[config.mk]
export PLATFORM = sky130hd
export DESIGN_NAME = led_blink_multi
export DESIGN_NICKNAME = d
export VERILOG_FILES = /design/src/rtl/led_blink_pkg.sv /design/src/rtl/led_tick_gen.sv /design/src/rtl/led_blink_multi.sv
export SDC_FILE = /design/constraint.sdc
export NUM_CORES = 1
export LEC_CHECK = 0
export ABC_AREA = 1
export BUFFER_PORTS_ARGS = -buffer_cell sky130_fd_sc_hd__buf_2
export CAP_MARGIN = 40
export CORE_MARGIN = 2
export CORE_UTILIZATION = 62
export DETAILED_ROUTE_END_ITERATION = 7
export PLACE_DENSITY = 0.8
export RECOVER_POWER = 100
export SYNTH_ARGS = -nofsm -noshare
export SYNTH_HDL_FRONTEND = slang
export SYNTH_SLANG_ARGS = --single-unit
[constraint.sdc]
create_clock -name i_Clk -period 4.5 [get_ports i_Clk]
set_input_delay 0.9 -clock i_Clk [delete_from_list [all_inputs] [get_ports i_Clk]]
set_output_delay 0.9 -clock i_Clk [all_outputs]
set_load 0.02 [all_outputs]
[src/rtl/led_blink_pkg.sv]
// Shared encodings and helpers for the led_blink_multi LED pattern engine.
package led_blink_pkg;

    localparam logic [1:0] MODE_OFF   = 2'b00;
    localparam logic [1:0] MODE_ON    = 2'b01;
    localparam logic [1:0] MODE_BLINK = 2'b10;
    localparam logic [1:0] MODE_BURST = 2'b11;

    localparam int BURST_W = 4;
    localparam int PULSE_W = BURST_W + 1;  // one extra bit so a count of 16 fits
    localparam int DUTY_W  = 4;

    typedef enum logic [2:0] {
        ST_OFF,
        ST_ON,
        ST_BLINK_LIT,
        ST_BLINK_DARK,
        ST_BURST_LIT,
        ST_BURST_DARK
    } ch_state_t;

    // A programmed burst count of zero stands for sixteen pulses.
    function automatic logic [PULSE_W-1:0] burst_count(input logic [BURST_W-1:0] b);
        return (b == '0) ? PULSE_W'(16) : {1'b0, b};
    endfunction

endpackage

[src/rtl/led_tick_gen.sv]
// Shared prescaler: emits a single-cycle tick every g_CLK_HZ/g_TICK_HZ clocks.
module led_tick_gen #(
    parameter int g_CLK_HZ  = 25000000,
    parameter int g_TICK_HZ = 100
) (
    input  logic i_Clk,
    input  logic i_Rst_L,
    output logic o_Tick
);

    localparam int TICK_DIV = g_CLK_HZ / g_TICK_HZ;
    localparam int CNT_W    = (TICK_DIV > 1) ? $clog2(TICK_DIV) : 1;
    localparam logic [CNT_W-1:0] CNT_LAST = CNT_W'(TICK_DIV - 1);

    logic [CNT_W-1:0] cnt_reg;

    always_ff @(posedge i_Clk) begin
        if (!i_Rst_L) begin
            cnt_reg <= '0;
        end else if (cnt_reg == CNT_LAST) begin
            cnt_reg <= '0;
        end else begin
            cnt_reg <= cnt_reg + CNT_W'(1);
        end
    end

    assign o_Tick = (cnt_reg == CNT_LAST);

endmodule

[src/rtl/led_blink_multi.sv]
// Multi-channel LED pattern engine (off / on / blink / counted burst).
// Define LED_BRIGHTNESS_EN to add per-channel 4-bit PWM duty gating.
module led_blink_multi
    import led_blink_pkg::*;
#(
    parameter int g_NUM_CH  = 4,
    parameter int g_CLK_HZ  = 25000000,
    parameter int g_TICK_HZ = 100,
    parameter int g_HALF_W  = 8
) (
    input  logic                i_Clk,
    input  logic                i_Rst_L,
    input  logic                i_Cfg_Valid,
    output logic                o_Cfg_Ready,
    input  logic [3:0]          i_Cfg_Ch,
    input  logic [1:0]          i_Cfg_Mode,
    input  logic [g_HALF_W-1:0] i_Cfg_Half,
    input  logic [3:0]          i_Cfg_Burst,
`ifdef LED_BRIGHTNESS_EN
    input  logic [DUTY_W-1:0]   i_Cfg_Duty,
`endif
    output logic [g_NUM_CH-1:0] o_LED,
    output logic [g_NUM_CH-1:0] o_Burst_Done
);

    logic ready_reg;
    logic accept;
    logic tick;

    always_ff @(posedge i_Clk) begin
        if (!i_Rst_L) begin
            ready_reg <= 1'b0;
        end else begin
            ready_reg <= 1'b1;
        end
    end

    assign o_Cfg_Ready = ready_reg;
    assign accept      = i_Cfg_Valid && ready_reg;

    led_tick_gen #(
        .g_CLK_HZ  (g_CLK_HZ),
        .g_TICK_HZ (g_TICK_HZ)
    ) u_tick (
        .i_Clk   (i_Clk),
        .i_Rst_L (i_Rst_L),
        .o_Tick  (tick)
    );

`ifdef LED_BRIGHTNESS_EN
    logic [DUTY_W-1:0] pwm_cnt_reg;

    always_ff @(posedge i_Clk) begin
        if (!i_Rst_L) begin
            pwm_cnt_reg <= '0;
        end else begin
            pwm_cnt_reg <= pwm_cnt_reg + DUTY_W'(1);
        end
    end
`endif

    for (genvar gi = 0; gi < g_NUM_CH; gi++) begin : g_ch
        ch_state_t            state_reg;
        logic                 led_reg;
        logic                 done_reg;
        logic [g_HALF_W-1:0]  half_reg;
        logic [g_HALF_W-1:0]  tick_cnt_reg;
        logic [PULSE_W-1:0]   burst_reg;
        logic [PULSE_W-1:0]   pulse_cnt_reg;
        logic                 wr;
        logic                 half_end;
        logic                 timed;

        assign wr       = accept && (i_Cfg_Ch == 4'(gi));
        assign half_end = (tick_cnt_reg == half_reg - g_HALF_W'(1));
        assign timed    = (state_reg == ST_BLINK_LIT) || (state_reg == ST_BLINK_DARK) ||
                          (state_reg == ST_BURST_LIT) || (state_reg == ST_BURST_DARK);

        // A config write takes priority over a coincident tick.
        always_ff @(posedge i_Clk) begin
            if (!i_Rst_L) begin
                state_reg     <= ST_OFF;
                led_reg       <= 1'b0;
                done_reg      <= 1'b0;
                half_reg      <= '0;
                tick_cnt_reg  <= '0;
                burst_reg     <= '0;
                pulse_cnt_reg <= '0;
            end else begin
                done_reg <= 1'b0;
                if (wr) begin
                    half_reg      <= (i_Cfg_Half == '0) ? g_HALF_W'(1) : i_Cfg_Half;
                    burst_reg     <= burst_count(i_Cfg_Burst);
                    tick_cnt_reg  <= '0;
                    pulse_cnt_reg <= '0;
                    led_reg       <= (i_Cfg_Mode != MODE_OFF);
                    case (i_Cfg_Mode)
                        MODE_OFF:   state_reg <= ST_OFF;
                        MODE_ON:    state_reg <= ST_ON;
                        MODE_BLINK: state_reg <= ST_BLINK_LIT;
                        default:    state_reg <= ST_BURST_LIT;
                    endcase
                end else if (tick && timed) begin
                    tick_cnt_reg <= half_end ? '0 : tick_cnt_reg + g_HALF_W'(1);
                    if (half_end) begin
                        case (state_reg)
                            ST_BLINK_LIT: begin
                                state_reg <= ST_BLINK_DARK;
                                led_reg   <= 1'b0;
                            end
                            ST_BLINK_DARK: begin
                                state_reg <= ST_BLINK_LIT;
                                led_reg   <= 1'b1;
                            end
                            ST_BURST_LIT: begin
                                state_reg <= ST_BURST_DARK;
                                led_reg   <= 1'b0;
                            end
                            default: begin
                                pulse_cnt_reg <= pulse_cnt_reg + PULSE_W'(1);
                                if (pulse_cnt_reg + PULSE_W'(1) == burst_reg) begin
                                    state_reg <= ST_OFF;
                                    done_reg  <= 1'b1;
                                end else begin
                                    state_reg <= ST_BURST_LIT;
                                    led_reg   <= 1'b1;
                                end
                            end
                        endcase
                    end
                end
            end
        end

`ifdef LED_BRIGHTNESS_EN
        logic [DUTY_W-1:0] duty_reg;

        always_ff @(posedge i_Clk) begin
            if (!i_Rst_L) begin
                duty_reg <= '0;
            end else if (wr) begin
                duty_reg <= i_Cfg_Duty;
            end
        end

        assign o_LED[gi] = led_reg && (pwm_cnt_reg < duty_reg);
`else
        assign o_LED[gi] = led_reg;
`endif
        assign o_Burst_Done[gi] = done_reg;
    end

endmodule

==> Word-level counts from Yosys, hierarchy flattened <==
Index checks and enable logic that the tools add are counted.
{ "totals": {"regBits": 143, "inputBits": 21, "out_inout_bits": 9, "word_cells": 205} }
{ "op_classes": {"addsub": 13, "eq_ne": 34, "muxes": 52, "n_bitwise": 13, "n_reduce_logical": 63} }
{ "op_table": {"columns": ["cell", "n"], "rows": [
  ["$mux W3", 16],
  ["$pmux W3 S3", 5],
  ["$mux W8", 5],
  ["$add A8 B1 Y8 const B", 4],
  ["$eq A8 B8 Y1", 4],
  ["$sub A8 B1 Y8 const B", 4],
  ["$reduce_or A7 Y1", 4],
  ["$eq A3 B2 Y1 const B", 8],
  ["$eq A3 B3 Y1 const B", 8],
  ["$reduce_and A3 Y1", 8],
  ["$mux W1", 21],
  ["$add A5 B1 Y5 const B", 4],
  ["$eq A5 B5 Y1", 4],
  ["$add A18 B1 Y18 const B", 1],
  ["$eq A18 B18 Y1 const B", 1],
  ["$reduce_bool A2 Y1", 9],
  ["$reduce_or A2 Y1", 9],
  ["$ne A4 B4 Y1 const B", 4],
  ["$not A1 Y1", 13],
  ["$logic_or A1 B1 Y1", 12],
  ["$reduce_or A3 Y1", 4],
  ["$logic_and A1 B1 Y1", 9],
  ["$eq A4 B2 Y1 const B", 2],
  ["$logic_not A4 Y1", 2],
  ["8 further kinds", 14]
]} }

==> Depth between registers and ports, before layout <==
{ "logic_depth": {"depth_word": 7, "mapped_depth": 15, "ltp_nobuf": 15} }

==> By module <==
From an unflattened synthesis, not the netlist that was laid out.
{ "hier_totals": {"hier_cells": 1189, "hier_area_um2": 7902.6} }
{ "modules_own_cells": {"columns": ["module", "area_each_um2", "cells_each", "seq_area_each_um2", "instances"], "rows": [
  ["led_blink_multi", 6920.4, 1039, 2502.4, 1],
  ["led_tick_gen", 982.2, 150, 360.3, 1]
]} }

==> Worst setup path before layout <==
Ideal clock, no wire load.
{ "synth_timing": {"path_kind": "input -> register", "startpoint": "input port i_Cfg_Ch[3]", "endpoint": "register g_ch[1].burst_reg[2]", "path_buffers": 1, "slack_ns": 2.372, "t_arrival_ns": 1.995, "setup_time_ns": 0.134, "cell_stages": 7, "t_required_ns": 4.366, "path_cell_list": "nor2_1 nand4_1 inv_2 nor2_1 inv_2 clkbuf_1 o22ai_1"} }
{ "synth_via": {"elab_chain_len": 2} }
{ "synth_lines": {"columns": ["item", "line", "source"], "rows": [
  ["start, declared", "led_blink_multi.sv:15", "input logic [3:0] i_Cfg_Ch,"],
  ["$eq A4 B1 Y1", "led_blink_multi.sv:74", "assign wr = accept && (i_Cfg_Ch == 4'(gi));"],
  ["$logic_and A1 B1 Y1", "led_blink_multi.sv:74", null],
  ["end signal, assigned", "led_blink_multi.sv:93", "burst_reg <= burst_count(i_Cfg_Burst);"],
  ["end, declared", "led_blink_multi.sv:68", "logic [PULSE_W-1:0] burst_reg;"]
]} }
Every way passes these cells.
A chain may end at the register's enable or synchronous reset.

==> Final worst setup path <==
{ "layout_timing": {"startpoint": "register u_tick.cnt_reg[1]", "endpoint": "register g_ch[1].state_reg[0]"} }
{ "layout_via": {"elab_chain_len": 4} }
{ "layout_lines": {"columns": ["item", "line", "source"], "rows": [
  ["start, declared", "led_tick_gen.sv:15", "logic [CNT_W-1:0] cnt_reg;"],
  ["start signal, assigned", "led_tick_gen.sv:23", "cnt_reg <= cnt_reg + CNT_W'(1);"],
  ["$eq A18 B18 Y1", "led_tick_gen.sv:27", "assign o_Tick = (cnt_reg == CNT_LAST);"],
  ["$logic_and A1 B1 Y1", "led_blink_multi.sv:103", "end else if (tick && timed) begin"],
  ["$reduce_bool A2 Y1 (no source line)", null, null],
  ["$reduce_and A2 Y1 (no source line)", null, null],
  ["end signal, assigned", "led_blink_multi.sv:100", "MODE_BLINK: state_reg <= ST_BLINK_LIT;"],
  ["end signal, assigned", "led_blink_multi.sv:101", "default: state_reg <= ST_BURST_LIT;"],
  ["end signal, assigned", "led_blink_multi.sv:108", "state_reg <= ST_BLINK_DARK;"],
  ["end, declared", "led_blink_multi.sv:63", "ch_state_t state_reg;"]
]} }
Every way passes these cells.

==> impl_metrics.tcl <==
set metrics [dict create \
    cts_inserted_buffers 17 \
    ir_drop_mv 0.244 \
    nNetsFinal 1235 \
    worst_clock_skew_ns 0.00652 \
    critPathCaptureType "register" \
    setup_ws_ns 1.49 \
    die_area_um2 13500 \
    grt_pass1_wl_um 31800 \
    arrival_ns 3.31 \
    slew_headroom_pct 51.8 \
    fin_crit_sh_pct 66.8 \
    synth_most_common_cell "nand2_1" \
    setup_viol 0 \
    antenna_found_initial 0 \
    critPathTopFamily "simple AND/OR/NAND/NOR gates" \
    coreArea_um2 12500 \
    ys_warn_count 0 \
    drc 0 \
    fin_area_um2 8510 \
    power.leakage_nw 3.70 \
    hold_path.class "register to register" \
    worst_ep_required_time_ns 4.80 \
    worst_hold_slack_ns 0.450 \
    post_dp_cell_area_um2 8080 \
    via_per_inst 5.32 \
    drive_above_1_share_pct 6.02 \
    synth-edff-count 0 \
    chipHeight_um 116 \
    postSynthAreaPerCell_um2 6.67 \
    max_stage_delay_ns 0.57 \
    ys_seq_elements 143 \
    synth_top_area_share_pct 36.6 \
    utilization_pct 68.2 \
    crit_fanout 9 \
    htree_num_levels 4 \
    wl_per_cell_um 13.5 \
    gp_congestion 0.911 \
    yosysTopAreaCell "dfxtp_1" \
    gr-total-overflow 0 \
    max-cap-violations 0 \
    post-place-ws_ns 1.94 \
    yosys-top-cells-area "dfxtp_1, nand2_1, inv_1, nor2_1, nand3_1" \
    nFillCells 1110 \
    vias 7371 \
    cts_buffer_depth 2 \
    tns_ns 0 \
    path_cells "ha_1, nand2_1, inv_1, nand3_1, inv_1, nand3_1, nor2_1, nand2_2, nor2_1, nand2_2, nand2_1, o21ai_0" \
    track_usage_pct 30.0 \
    slew_viol_final 0 \
    first_pass_iters 5 \
    cts.clk_slew.worst_paths_ns 0.06 \
    synthTopCellsByCount "nand2_1, inv_1, nor2_1" \
    synth.distinct_cells 40 \
    cts_setup_buffers 0 \
    critPathSlowestCell "nor2_1" \
    cts.sinks 143 \
    syn_area_um2 7820 \
    dp_hpwl_um 13600 \
    diodes 0 \
    grt_max_degree 19 \
    worst_slew_pin_slew_ns 0.714 \
    cts_tree "yes" \
    synth_fp_nets 1206 \
    synthFlopType "dfxtp_1" \
    seq_area_frac_synth_pct 36.6 \
    layout-area-overhead-vs-synth_pct 8.75 \
    portBuffers 29 \
    start_kind "register" \
    grt_pass1_vias 6803 \
    wirelength_um 18800 \
    fmax_mhz 333 \
    hold_viol 0 \
    syn_inst 1172 \
    start_util_pct 62.7 \
    crit_type "register to register" \
    cts_resized 0 \
    path_buf_inv 2 \
    fp-row-count 41 \
    status "completed" \
    io_pins 30 \
    cts-root-buf "clkbuf_16" \
    die_x_um 116 \
    rsz0062_at_grt "false" \
    cts_hold_buf 0 \
    drt_iter0_markers 596 \
    insertion_delay_ns 0.42 \
    power-per-cell-area_nw_per_um2 328 \
    min_period_ns 3.01 \
    antenna_left 0 \
    async_flop_share_pct 0 \
]
-- per-stage QoR --
step	total power (W)	instances
floorplan	0.00138	1172
global placement	0.00142	1354
detailed placement	0.00142	1354
CTS	0.00281	1385
global route	0.00288	1385
finish	0.00279	1385
-- power breakdown --
| group | switching, W | internal [W] | total (W) |
|---|---|---|---|
| logic | 0.0000824 | 0.0000304 | 0.000113 |
| clock network | 0.000534 | 0.000864 | 0.00140 |
| registers | 0.00000538 | 0.00127 | 0.00128 |
| total | 0.000622 | 0.00217 | 0.00279 |
-- final timing paths --
check | end | slack (ns) | start | cells after the start
setup / recovery | g_ch[1].state_reg[0] | 1.49 | u_tick.cnt_reg[1] | 12
hold / removal | u_tick.cnt_reg[0] | 0.45 | u_tick.cnt_reg[0] | 1
setup reg to reg | g_ch[1].state_reg[0] | 1.49 | u_tick.cnt_reg[1] | 12
hold reg to reg | u_tick.cnt_reg[0] | 0.45 | u_tick.cnt_reg[0] | 1
-- cells in the final DEF (no fill, tap or decap), types with 3 or more instances in the layout --
master / instances
nand3b_1: 3
nor3_2: 4
nand2_2: 3
clkbuf_1: 14
nor3_1: 24
nor2_1: 163
nand4_1: 31
nor4_1: 4
nand2_1: 300
nand3_1: 85
a21oi_1: 36
clkinv_2: 4
o21ai_0: 46
o21ai_1: 10
clkbuf_16: 17
bufinv_16: 3
inv_2: 5
ha_1: 13
dfxtp_1: 143
inv_1: 170
nor2_2: 7
xnor2_1: 15
xor2_1: 24
or2_0: 3
o22ai_1: 39
nor3b_1: 7
buf_2: 19
-- kinds of logic (layout without fill, tap and decap cells) --
logic type / after synthesis / in the layout / synth area share [%]
simple gates: 642 / 642 / 37.2
flops: 143 / 143 / 36.6
compound gates: 139 / 139 / 9.87
fa+ha+maj: 13 / 13 / 2.08
xor+xnor: 39 / 39 / 4.37
buf+inv: 196 / 237 / 9.84
-- layout make-up --
type                       instances  area [um2]  area share, %
multi-input combinational        833        4050           47.6
sequential                       143        2860           33.7
inverter                         176         661           7.77
clock buffer                      20         437           5.13
tap                              172         215           2.53
clock inverter                    11         143           1.68
timing repair buffer              30         136           1.60
-- routing by layer --
metal	vias up	share of wire, %	wire, um	track usage, %
li1	3810	-	-	-
met1	3326	45	8430	38.8
met2	193	47	8760	49.0
met3	42	5.7	1070	6.75
met4	0	2.7	500	11.3
met5	-	0	0	0
Power figures use the tool's default switching activity.
